[src/rtl/adc_stream_source.sv]
// adc_stream_source
// Captures free-running ADC I/Q sample pairs (no backpressure), sign-extends
// each rail to 16 bits, packs them as {Q, I} into 32-bit words and buffers the
// words in a show-ahead FIFO. The FIFO is presented as a valid/ready stream
// with optional frame "last" marking. Samples arriving while the FIFO is full
// (and not draining that cycle) are dropped and counted.
module adc_stream_source #(
  parameter int ADC_W     = 12,
  parameter int DEPTH     = 16,
  parameter int FRAME_LEN = 0
) (
  input  logic                     clk,
  input  logic                     reset,
  input  logic                     i_enable,
  input  logic [ADC_W-1:0]         i_adc_i,
  input  logic [ADC_W-1:0]         i_adc_q,
  input  logic                     i_adc_valid,
  output logic [31:0]              o_data,
  output logic                     o_valid,
  input  logic                     i_ready,
  output logic                     o_last,
  output logic [$clog2(DEPTH):0]   o_fill,
  output logic [15:0]              o_ovf_count,
  output logic                     o_ovf_sticky,
  input  logic                     i_ovf_clear
);

  localparam int PTR_W  = $clog2(DEPTH);
  localparam int FILL_W = PTR_W + 1;
  localparam int CNT_W  = (FRAME_LEN > 1) ? $clog2(FRAME_LEN) : 1;

  localparam logic [FILL_W-1:0] FULL_LVL = FILL_W'(DEPTH);
  localparam logic [CNT_W-1:0]  CNT_LAST = CNT_W'((FRAME_LEN > 0) ? (FRAME_LEN - 1) : 0);
  localparam logic              FRAME_EN = (FRAME_LEN > 0);

  // Sign-extend one ADC rail to 16 bits; a 16-bit rail passes through unchanged.
  function automatic logic [15:0] sext16(input logic [ADC_W-1:0] x);
    return 16'($signed(x));
  endfunction

  // Storage and state
  logic [31:0]       mem_q [DEPTH];
  logic [PTR_W-1:0]  wr_ptr_q, wr_ptr_d;
  logic [PTR_W-1:0]  rd_ptr_q, rd_ptr_d;
  logic [PTR_W-1:0]  rd_next_s;
  logic [FILL_W-1:0] fill_q, fill_d;
  logic [31:0]       head_q, head_d;
  logic              valid_q, valid_d;
  logic              last_q, last_d;
  logic [CNT_W-1:0]  frame_cnt_q, frame_cnt_d;
  logic [15:0]       ovf_cnt_q, ovf_cnt_d;
  logic              ovf_sticky_q, ovf_sticky_d;

  // Per-cycle handshake terms
  logic [31:0]       word_s;
  logic              full_s;
  logic              empty_after_pop_s;
  logic              push_s;
  logic              pop_s;
  logic              drop_s;

  // Handshake decode: pop when the head is taken, push when there is room or a same-cycle pop frees a slot.
  always_comb begin
    word_s            = {sext16(i_adc_q), sext16(i_adc_i)};
    full_s            = (fill_q == FULL_LVL);
    pop_s             = valid_q & i_ready;
    push_s            = i_adc_valid & i_enable & (~full_s | pop_s);
    drop_s            = i_adc_valid & i_enable & full_s & ~pop_s;
    empty_after_pop_s = (fill_q == {FILL_W{1'b0}}) |
                        (pop_s & (fill_q == FILL_W'(1)));
  end

  // FIFO bookkeeping: pointers wrap naturally, occupancy is tracked on its own so full/empty never alias.
  always_comb begin
    rd_next_s = rd_ptr_q + 1'b1;

    if (push_s) begin
      wr_ptr_d = wr_ptr_q + 1'b1;
    end else begin
      wr_ptr_d = wr_ptr_q;
    end

    if (pop_s) begin
      rd_ptr_d = rd_next_s;
    end else begin
      rd_ptr_d = rd_ptr_q;
    end

    if (push_s && !pop_s) begin
      fill_d = fill_q + 1'b1;
    end else if (pop_s && !push_s) begin
      fill_d = fill_q - 1'b1;
    end else begin
      fill_d = fill_q;
    end

    valid_d = (fill_d != {FILL_W{1'b0}});
  end

  // Head register: a word entering an empty FIFO bypasses memory so it is visible right after its push edge.
  always_comb begin
    if (empty_after_pop_s) begin
      if (push_s) begin
        head_d = word_s;
      end else begin
        head_d = head_q;
      end
    end else if (pop_s) begin
      head_d = mem_q[rd_next_s];
    end else begin
      head_d = head_q;
    end
  end

  // Frame counter: counts popped words, wraps on the frame's final word; o_last reflects the new head.
  always_comb begin
    if (pop_s) begin
      if (frame_cnt_q == CNT_LAST) begin
        frame_cnt_d = {CNT_W{1'b0}};
      end else begin
        frame_cnt_d = frame_cnt_q + 1'b1;
      end
    end else begin
      frame_cnt_d = frame_cnt_q;
    end

    last_d = FRAME_EN & valid_d & (frame_cnt_d == CNT_LAST);
  end

  // Drop accounting: clear wins over a same-cycle drop; the count saturates at all-ones.
  always_comb begin
    if (i_ovf_clear) begin
      ovf_cnt_d    = 16'h0000;
      ovf_sticky_d = 1'b0;
    end else if (drop_s) begin
      ovf_sticky_d = 1'b1;
      if (ovf_cnt_q == 16'hFFFF) begin
        ovf_cnt_d = ovf_cnt_q;
      end else begin
        ovf_cnt_d = ovf_cnt_q + 16'd1;
      end
    end else begin
      ovf_cnt_d    = ovf_cnt_q;
      ovf_sticky_d = ovf_sticky_q;
    end
  end

  // FIFO storage write; contents are don't-care after reset since occupancy gates every read.
  always_ff @(posedge clk) begin
    if (push_s) begin
      mem_q[wr_ptr_q] <= word_s;
    end
  end

  // State registers with asynchronous reset.
  always_ff @(posedge clk or posedge reset) begin
    if (reset) begin
      wr_ptr_q     <= {PTR_W{1'b0}};
      rd_ptr_q     <= {PTR_W{1'b0}};
      fill_q       <= {FILL_W{1'b0}};
      head_q       <= 32'h0000_0000;
      valid_q      <= 1'b0;
      last_q       <= 1'b0;
      frame_cnt_q  <= {CNT_W{1'b0}};
      ovf_cnt_q    <= 16'h0000;
      ovf_sticky_q <= 1'b0;
    end else begin
      wr_ptr_q     <= wr_ptr_d;
      rd_ptr_q     <= rd_ptr_d;
      fill_q       <= fill_d;
      head_q       <= head_d;
      valid_q      <= valid_d;
      last_q       <= last_d;
      frame_cnt_q  <= frame_cnt_d;
      ovf_cnt_q    <= ovf_cnt_d;
      ovf_sticky_q <= ovf_sticky_d;
    end
  end

  assign o_data       = head_q;
  assign o_valid      = valid_q;
  assign o_last       = last_q;
  assign o_fill       = fill_q;
  assign o_ovf_count  = ovf_cnt_q;
  assign o_ovf_sticky = ovf_sticky_q;

endmodule

[config.mk]
export PLATFORM = sky130hd
export DESIGN_NAME = adc_stream_source
export DESIGN_NICKNAME = d
export VERILOG_FILES = /design/src/rtl/adc_stream_source.sv
export SDC_FILE = /design/constraint.sdc
export NUM_CORES = 1
export LEC_CHECK = 0
export ABC_AREA = 1
export CAP_MARGIN = 20
export CORE_MARGIN = 4
export CORE_UTILIZATION = 55
export CTS_CLUSTER_SIZE = 30
export DETAILED_ROUTE_END_ITERATION = 10
export PLACE_DENSITY = 0.84
export REMOVE_ABC_BUFFERS = 1
export SYNTH_ARGS = -nofsm -noshare
export SYNTH_HDL_FRONTEND = slang
export SYNTH_SLANG_ARGS = --single-unit
export TNS_END_PERCENT = 5
[constraint.sdc]
create_clock -name clk -period 2.95 [get_ports clk]
set_clock_uncertainty 0.1 [all_clocks]
set_input_delay 0.295 -clock clk [delete_from_list [all_inputs] [get_ports clk]]
set_output_delay 0.295 -clock clk [all_outputs]
set_load 0.05 [all_outputs]
Word level (Yosys, flattened, before mapping)
Memory sizes are Yosys's and may differ from the RTL's.
Cells that the tools add are included.
W data, S select, Z words.
{ "totals": {"register_bits": 63, "latch_bits": 0, "ram_bits": 512, "rom_bits": 0, "inputBits": 30, "output_inout_bits": 56, "elab_cells": 50, "mem_count": 1} }
{ "mem_list": {"columns": ["memory", "depth", "word_bits", "rd", "rd_clocked_by_memory_dff", "write_ports", "line", "source"], "rows": [
  ["mem_q", 16, 32, 1, 0, 1, "42", "logic [31:0] mem_q [DEPTH];"]
]} }
{ "classes": {"addsub": 5, "n_mul": 0, "div": 0, "magnitude_cmp": 0, "eq_ne": 5, "shift": 0, "muxes": 12, "bitwise": 10, "reduce_logical": 10} }
{ "ops": {"columns": ["op", "n"], "rows": [
  ["$mux W32", 3],
  ["$mux W16", 3],
  ["$add A16 B1 Y16 const B", 1],
  ["$eq A16 B16 Y1 const B", 1],
  ["$mux W5", 2],
  ["$add A4 B1 Y4 const B", 2],
  ["$and A1 B1 Y1", 6],
  ["$add A5 B1 Y5 const B", 1],
  ["$eq A5 B1 Y1 const B", 1],
  ["$eq A5 B5 Y1 const B", 1],
  ["$logic_not A5 Y1", 1],
  ["$reduce_bool A5 Y1", 1],
  ["$sub A5 B1 Y5 const B", 1],
  ["$mux W1", 4],
  ["$reduce_and A2 Y1", 2],
  ["$reduce_bool A2 Y1", 2],
  ["$logic_and A1 B1 Y1", 2],
  ["$logic_not A1 Y1", 2],
  ["$ne A2 B1 Y1 const B", 1],
  ["$ne A2 B2 Y1 const B", 1],
  ["$not A1 Y1", 2],
  ["$or A1 B1 Y1", 2]
]} }

Logic depth before layout (Yosys ltp)
{ "logic_depth": {"ltp_word": 9, "depth_mapped": 12, "ltp_nobuf": 11} }

Worst setup path before layout
OpenSTA, ideal clock, no wires.
{ "synth_timing": {"path_type": "register to register", "startpoint": "reg fill_q[0] (netlist: o_fill[0])", "endpoint": "mem mem_q[11][0], enable pin", "setup_time_ns": 0.405, "arrival_time_ns": 2.638, "path_slack_ns": -0.193, "path_stages_with_launch": 10, "path_cell_list": "dfrtp_1 inv_1 ha_1 nand2_2 inv_2 nand3_2 nand2_2 nor2_1 inv_1 nor2_1"} }
{ "synth_via": {"elab_chain_cells": 6} }
{ "synth_lines": {"columns": ["element", "line", "source"], "rows": [
  ["from (decl)", "46", "logic [FILL_W-1:0] fill_q, fill_d;"],
  ["from (signal assigned)", "160", "fill_q <= {FILL_W{1'b0}};"],
  ["from (signal assigned)", "170", "fill_q <= fill_d;"],
  ["$eq A5 B5 Y1", "65", "full_s = (fill_q == FULL_LVL);"],
  ["$not A1 Y1", "67", "push_s = i_adc_valid & i_enable & (~full_s | pop_s);"],
  ["$or A1 B1 Y1", "67", null],
  ["$and A1 B1 Y1", "67", null],
  ["$mux W1", "150", "if (push_s) begin"],
  ["$mux W1 (implied by the code)", "151", "mem_q[wr_ptr_q] <= word_s;"],
  ["to (decl)", "42", null]
]} }
No other way between the ends.

Worst setup path in the final report
{ "layout_timing": {"startpoint": "reg fill_q[0] (netlist: o_fill[0])", "endpoint": "mem mem_q[2][18], enable pin"} }
Same word-level chain as after synthesis.

==> flow_summary.ini <==
[status]
status = completed

[route]
vias = 14024
avgViaCountPerCell = 5.545
wl_um = 46290
antenna_left = 0
drtIter0Drc = 1385
firstDrtPassIters = 6
drcViolationCount = 0
wl_per_cell_um = 18.30

[setup_path]
reg2regPathDepth = 10
rr_endpoint = mem_q[2][18]$_DFFE_PP_
cpLargestDelayFamily = simple AND/OR/NAND/NOR gates
worstPathRequired_ns = 3.07
worst-path-buf-inv = 4
start_kind = register
path_cells = inv_1 -> ha_1 -> nand2_2 -> inv_2 -> nand3_2 -> nand2_2 -> inv_1 -> nand2_1 -> nor2_4 -> buf_4
r2r_start = o_fill[0]$_DFF_PP0_
cp_max_fo = 16
crit_path_end_kind = register
crit_type = register to register
worst_path_max_delay_cell = dfrtp_1
max_stage_delay_ns = 0.47
critPathArrivalTime_ns = 2.72
ff2ff_setup_slack_ns = 0.34

[grt]
grt.busiest_layer = met2
antenna_found_initial = 0
grt_first_pass_wirelength_um = 73440
grt_use_total = 0.2388
gr-total-overflow = 0
use_met3 = 0.04448
grt_pass1_vias = 14198
grtUsageMet2 = 0.4055
grt_max_degree = 193
grt.met1_usage = 0.3060

[placement]
dp_cells = 2446
numPortBuffers = 84
dpl-instance-area_um2 = 20970
dp_hpwl_um = 26870
finalWeightedCongestion = 0.8633

[cells_and_area]
final_nets = 2078
drive_above_1_share = 0.07232
syn2layout_area_growth_pct = 15.50
design_area_um2 = 22430
layoutNonFillerInstCount = 2529
n_fill_cell = 2456
diodes = 0
post-route-util = 0.6461

[synthesis]
yosys.area.top_type = edfxtp_1
synth_warnings = 0
ys_ff_latch = 439
synthDistinctLibCells = 30
ys_top_cells_by_area = edfxtp_1 (59%), nand2_1 (14%), nand3_1 (7.6%)
synth.avg_cell_area_um2 = 9.892
ys_seq_area_frac = 0.6647
synthCells = 1963
synth_top_area_frac = 0.5938
syn_area_um2 = 19420

[sta]
relSlewSlack = 0.3546
finalCriticalPeriod_ns = 2.606
max_slew.worst_pin.slew_ns = 0.9681
finalCritPeriodShare = 0.8834
setup_viol = 0
rsz0062_at_grt = false
hold_violations = 0
finalSetupTns_ns = 0
drv_slew = 0
max_freq_mhz = 383.7

[worst_hold_path]
min_to = o_ovf_sticky$_DFFE_PP0P_
worstHoldStart = i_ovf_clear
hold_class = primary input to register
min_delay_path_depth = 2

[flow_run]
maxCapViolations = 0

[cts]
cts_tree = yes
clockRootBuffer = clkbuf_16
post_cts_resized = 0
clock_path_buffers = 3
cts.clk_slew.worst_paths_ns = 0.06
cts.sinks = 439
insertion_delay_ns = 0.54
post_cts_buffers = 0
h-tree-depth = 2
cts-hold-fix-buffers = 1
cts_buffers = 44

[pwr]
total_power_mw = 23.22
ir_worst_vdd_v = 0.001120
power.density_nw_per_um2 = 1035
leakage_nw = 9.524
p_clk_frac = 0.239
p_int_mw = 13.61
swShare = 0.4138
power_frac_seq = 0.331
p_comb_frac = 0.431
power.switching_mw = 9.610

[floorplan]
die_w_um = 195.9
die_h_um = 195.9
core_um2 = 34710
start_util = 0.5594
io_pins = 86
placementRows = 68
dieArea_um2 = 38380
[worst reg2reg max path: cells and delay by family (launching register included)]
family	cells	cell delay, ns
buf+inv	4	0.70
fa+ha+maj	1	0.25
simple gates	5	0.76
flops	1	0.47
[power by group through the flow]
stage | registers [mW] | logic (mW) | clock network (mW)
3_3_place_gp | 7.76 | 9.47 | 0
4_1_cts | 7.68 | 9.92 | 5.61
5_1_grt | 7.73 | 10.9 | 5.89
3_5_place_dp | 7.80 | 9.78 | 0
6_report | 7.68 | 10.0 | 5.55
2_1_floorplan | 8.85 | 5.41 | 0
[sequential cells by signal (all words and copies together), names as in the netlist]
name	cells
mem_q	384
o_data	24
o_ovf_count	16
o_fill	5
rd_ptr_q	4
wr_ptr_q	4
o_ovf_sticky	1
o_valid	1
[synth_stat cells]
cell and instances:
nand2_1 740, edfxtp_1 384, nand3_1 295, inv_1 230, nor2_1 85, buf_2 59
dfrtp_1 55, clkbuf_1 24, o21ai_0 21, buf_4 12, ha_1 10, xor2_1 10
nand4_1 8, buf_1 4, buf_6 4, nor3_1 4, xnor2_1 3, inv_2 2
nand2_2 2, a21oi_1 1, and2_0 1, and2_1 1, conb_1 1, nand3_2 1
nor2_8 1, o211ai_1 1, o21bai_1 1, or2_2 1, xnor2_2 1, xor2_2 1
[through the flow]
step | hold WS, ns | setup WS (ns)
after floorplan | 0.2581 | -5.220
after global placement | 0.3614 | 0.5799
after detailed placement | 0.3669 | 0.4744
after CTS | 0.3089 | 0.4090
after global routing | 0.3364 | 0.2543
final | 0.3254 | 0.3440
[layout by cell type, fill, tap and decap left out, drive strengths merged]
cell type / instances
dlygate4sd3: 1
dfrtp: 55
nand2: 742
or2: 1
ha: 10
and2: 2
edfxtp: 384
nand3: 296
inv: 235
o21ai: 21
clkdlybuf4s50: 84
o211ai: 1
clkbuf: 54
xnor2: 4
conb: 1
clkinvlp: 3
o21bai: 1
nor2: 86
bufinv: 4
buf: 47
a21oi: 1
xor2: 11
clkinv: 18
nand4: 8
nor3: 4
[layout make-up]
type	instances	area, um^2	area share
clock buffers	54	1190	0.05305
well taps	455	569.3	0.02538
repair buffers	132	1366	0.06092
flip-flops and latches	439	12910	0.5757
clock inverters	28	254.0	0.01132
inverters	232	873.3	0.03894
multi-input cells	1189	5264	0.2347
[per-layer routing]
layer	up-vias	share of wire
met4	0	0.033
met5	-	0
li1	6491	-
met1	6679	0.38
met3	131	0.088
met2	723	0.50
[cells by family after synthesis]
| group | after synthesis | synth area share |
|---|---|---|
| AND/OR/NAND/NOR | 1139 | 0.2423 |
| adder cells (fa/ha/maj) | 10 | 0.006443 |
| buffers and inverters | 335 | 0.07242 |
| XOR/XNOR | 15 | 0.007539 |
| flip-flops | 439 | 0.6647 |
| AO/OA/AOI/OAI | 24 | 0.006443 |
| other | 1 | 0.0001931 |
[worst max-delay path by stage]
stage	startpoint	to	cells past startpoint
after CTS	o_fill[0]$_DFF_PP0_	mem_q[2][18]$_DFFE_PP_	10
final	o_fill[0]$_DFF_PP0_	mem_q[2][18]$_DFFE_PP_	10
after global routing	o_fill[0]$_DFF_PP0_	mem_q[2][18]$_DFFE_PP_	10
after floorplan	rd_ptr_q[0]$_DFFE_PP0P_	o_data[0]$_DFFE_PP0P_	9
after global placement	i_adc_valid	mem_q[12][2]$_DFFE_PP_	8
after detailed placement	o_fill[0]$_DFF_PP0_	mem_q[12][20]$_DFFE_PP_	10
No activity file was read; power rests on OpenSTA's default activity.
